===== config.mk =====
export PLATFORM = sky130hd
export DESIGN_NAME = result_sink
export DESIGN_NICKNAME = d
export VERILOG_FILES = /design/src/rtl/result_sink.sv
export SDC_FILE = /design/constraint.sdc
export NUM_CORES = 1
export LEC_CHECK = 0
export CAP_MARGIN = 40
export CORE_ASPECT_RATIO = 0.8
export CORE_MARGIN = 8
export CORE_UTILIZATION = 25
export DETAILED_ROUTE_END_ITERATION = 7
export PLACE_DENSITY = 0.7
export SYNTH_ARGS = -nofsm -noshare
export SYNTH_HDL_FRONTEND = slang
export SYNTH_SLANG_ARGS = --single-unit
export TNS_END_PERCENT = 50

===== constraint.sdc =====
create_clock -name clk -period 3.93 [get_ports clk]
set_clock_uncertainty 0.05 [all_clocks]
set_input_delay 0.5895 -clock clk [delete_from_list [all_inputs] [get_ports clk]]
set_output_delay 0.5895 -clock clk [all_outputs]
set_load 0.02 [all_outputs]

===== src/rtl/result_sink.sv =====
// Output-side memory writer: pops data_depth words from the output FIFO and
// writes them to memory at base+index, reporting done/busy/stall on status_reg.
module result_sink #(
  parameter int DATA_WIDTH = 32,
  parameter int MEM_SIZE_M = 8
) (
  input  logic                  clk,
  input  logic                  rstn,
  input  logic                  start_i,
  input  logic                  empty_i,
  input  logic [127:0]          config_reg,
  input  logic [DATA_WIDTH-1:0] data_i,
  output logic                  RE_fifo_o,
  output logic                  WE_mem_o,
  output logic [MEM_SIZE_M-1:0] addr_Mem_o,
  output logic [DATA_WIDTH-1:0] data_o,
  output logic [7:0]            status_reg
);

  typedef enum logic [1:0] {IDLE, READ, DONE} state_t;

  state_t                state, state_nxt;
  logic [7:0]            cnt;
  logic [MEM_SIZE_M-1:0] addr_save;
  logic [MEM_SIZE_M-1:0] base;
  logic [7:0]            data_depth;
  logic [7:0]            offset;
  logic [1:0]            mode;
  logic                  re;
  logic                  done;
  logic                  busy;
  logic                  stop_empty;
  logic                  unused_cfg;

  assign data_depth = config_reg[7:0];
  assign offset     = config_reg[15:8];
  assign mode       = config_reg[17:16];
  assign unused_cfg = ^config_reg[127:18];

  // Mode 11 is reserved and falls back to a zero base like mode 00.
  always_comb begin
    case (mode)
      2'b01:   base = MEM_SIZE_M'(offset);
      2'b10:   base = addr_save;
      default: base = '0;
    endcase
  end

  always_comb begin
    state_nxt  = state;
    re         = 1'b0;
    done       = 1'b0;
    busy       = 1'b0;
    stop_empty = 1'b0;
    case (state)
      IDLE: begin
        if (start_i) state_nxt = READ;
      end
      READ: begin
        busy = 1'b1;
        if (start_i)                 state_nxt = IDLE;
        else if (cnt == data_depth)  state_nxt = DONE;
        else if (empty_i)            stop_empty = 1'b1;
        else                         re = 1'b1;
      end
      DONE: begin
        done      = 1'b1;
        state_nxt = IDLE;
      end
      default: state_nxt = IDLE;
    endcase
  end

  assign RE_fifo_o  = re;
  assign data_o     = data_i;
  assign status_reg = {5'b0, stop_empty, busy, done};

  // The write lags the FIFO pop by one cycle because FIFO data arrives a cycle after RE.
  always_ff @(posedge clk or negedge rstn) begin
    if (!rstn) begin
      state      <= IDLE;
      cnt        <= '0;
      addr_save  <= '0;
      WE_mem_o   <= 1'b0;
      addr_Mem_o <= '0;
    end else begin
      state    <= state_nxt;
      WE_mem_o <= re;
      if (state == IDLE && start_i)
        cnt <= '0;
      else if (re)
        cnt <= cnt + 8'd1;
      if (re)
        addr_Mem_o <= base + MEM_SIZE_M'(cnt);
      if (state == DONE && mode == 2'b10)
        addr_save <= base + MEM_SIZE_M'(data_depth);
    end
  end

endmodule


==> impl_metrics.ini <==
[outcome]
status = completed

[drt]
drt-total-wl_um = 5230
drt_iter0_markers = 58
drtPass1Iterations = 4
ant_nets = 0
vias_per_cell = 4.69
drc = 0
avgRoutedWirePerCell_um = 14.7
via_count = 1669

[clocking]
cts_tree = built
cts.clk_slew.worst_paths_ps = 110
cts.sinks = 27
clk-insertion-delay-late_ps = 290
cts_setup_buffers = 0
cts-resized-gates = 0
clock-root-buffer = clkbuf_8
cts_buffers = 3
cts_buffer_depth = 2
cts-hold-fix-buffers = 0
htree_levels = 1

[global_route]
grt_pass1_wl_um = 8510
antenna_found_initial = 0
grt_max_degree = 28
first_global_vias = 1683
overflow = 0
grt_use_total_pct = 8.66

[synth]
seq_area_frac_synth_pct = 30.9
synth_top_cell_by_area = dfrtp_1
ys_types = 43
synthCells = 245
ys_ff_latch = 27
synth_area_um2 = 2190
avgSynthCellArea_um2 = 8.92
synth_warnings = 0
yosysTopAreaCellShare_pct = 30.9
synthTopCellsByArea = dfrtp_1, buf_4, ha_1, xor2_1, nand2_1

[cells_and_area]
area_growth_syn_to_layout_pct = 11.2
drive_gt1_share_pct = 5.33
layout_common_cells = clkdlybuf4s50_1, dfrtp_1, nand2_1, ha_1
finalNetCount = 428
design_area_um2 = 2430
antenna_cells = 0
fillers = 923
final_common_cell = clkdlybuf4s50_1

[critical_path]
critical_path.top_delay_family = buffers and inverters
path_cells = clkdlybuf4s50_1 > xor2_1 > nor4_1 > a21o_1 > clkinv_1 > clkdlybuf4s50_1
critPathKind = input port to output port
start_kind = input port
slowest_stage = clkdlybuf4s50_1
worstReg2RegEnd = addr_save[7]
path_depth = 6
ff2ff_setup_slack_ps = 1590
end_kind = output port
rr_worst_depth = 9
worstPathRequired_ps = 3290
path_max_fanout = 8
max_stage_delay_ps = 630
arrival_ps = 2940
cp.buffers_inverters = 3
worst_path_most_repeated_cell = clkdlybuf4s50_1
worstReg2RegStart = addr_save[1]

[placed_design]
place.port_buffers = 34
place_hpwl_um = 4210
placed_area_um2 = 2380
globalplace.congestion = 0.864

[floorplan]
die_w_um = 121
fp.coreArea_um2 = 8480
initial_core_util_pct = 25.8
fp.dieArea_um2 = 12000
die_h_um = 99.6
std_cell_rows = 30
ioPinCount = 214

[sta]
tightestPinTransition_ps = 570
setup_tns_ps = 0
fmax_mhz = 280
min_period_ps = 3580
relSlewSlack_pct = 61.7
min_period_over_period_pct = 91.0
hold_viol_final = 0
setup_viol = 0
drv_slew = 0
rsz0062_at_grt = false

[power]
vdd_ir_drop_max_v = 0.000148
p_total_mw = 0.664
p_leak_nw = 1.10
p_per_area_nw_per_um2 = 273

[worst_hold_path]
min_path_cells = 2
min_delay_worst_endpoint = addr_Mem_o[2]
hold_path.class = flop to flop
min_from = addr_Mem_o[2]

[flow_run]
drv_cap = 0
cell usage after synthesis, drive strengths merged:
cell,instances
nor2b,2
o31a,1
and3b,1
nand2,23
a211oi,3
ha,17
xnor2,9
a21o,7
buf,43
o211ai,2
or4b,1
nand3,6
mux2i,2
a21oi,9
a31oi,1
a22oi,8
nor4b,1
nor3,1
clkbuf,4
nor2,14
o21ai,14
or3b,1
or3,1
or4,2
and3,2
mux2,3
fa,2
nand4,1
o21a,3
or2,1
nor3b,2
clkinv,1
and2b,1
inv,6
xor2,11
conb,1
and2,1
dfrtp,27
nand2b,3
nor4,2
o31ai,5
per-stage QoR:
stage	hold slack (ps)	cells	utilization [%]	worst slack, ps
floorplan	244	249	-	1100
global route	467	356	28.7	261
CTS	450	356	28.7	401
global placement	414	352	28.1	437
detailed placement	422	352	28.1	418
finish	447	356	28.7	354
metal layers:
layer / global-route usage (%) / wire length [um] / up-vias
met5: 0 / 0 / -
met4: 1.34 / 51 / 0
met3: 3.79 / 475 / 10
met2: 12.4 / 2090 / 59
met1: 11.8 / 2610 / 795
li1: - / - / 805
where the power goes:
group          switching [mW]  leakage, nW  internal, mW
Combinational          0.0959        0.707        0.0861
Sequential             0.0156        0.371         0.296
Clock                  0.0982       0.0217        0.0723
worst reg2reg max path, delay by kind of cell (launching register included):
kind / cells / cell delay (ps)
AOI/OAI and AO/OA: 5 / 940
DFF: 1 / 360
and+or+nand+nor: 1 / 320
adders and majority gates: 1 / 260
xor gates and xnor gates: 1 / 160
buffers and inverters: 1 / 130
state kept, by name, summed over array words and instances, names as in the netlist:
name and flops:
addr_Mem_o 8, addr_save 8, cnt 8, state 2, WE_mem_o 1
area by class of cell:
type	count	area, um2	share of cell area [%]
clock buffers	3	41.3	1.70
clock inverters	1	7.51	0.309
inverters	7	26.3	1.08
multi-input cells	168	1170	48.1
flip-flops and latches	27	676	27.8
well taps	112	140	5.76
repair buffers	38	370	15.2
worst max path at each step:
stage / from / to / slack, ps
2_1_floorplan: config_reg[16] / addr_save[6] / 1100
3_3_place_gp: config_reg[1] / RE_fifo_o / 440
3_5_place_dp: config_reg[1] / RE_fifo_o / 420
4_1_cts: config_reg[1] / RE_fifo_o / 400
5_1_grt: config_reg[1] / RE_fifo_o / 260
6_report: config_reg[1] / RE_fifo_o / 350
logic make-up after synthesis:
logic type / Yosys count / synth area share, %
adders and majority gates: 19 / 11.6
muxes: 5 / 2.46
buffers and inverters: 54 / 16.3
xor gates and xnor gates: 20 / 8.01
and+or+nand+nor: 66 / 15.1
AOI/OAI and AO/OA: 53 / 15.6
DFF: 27 / 30.9
other: 1 / 0.172
No activity file was read; power rests on OpenSTA's default activity.
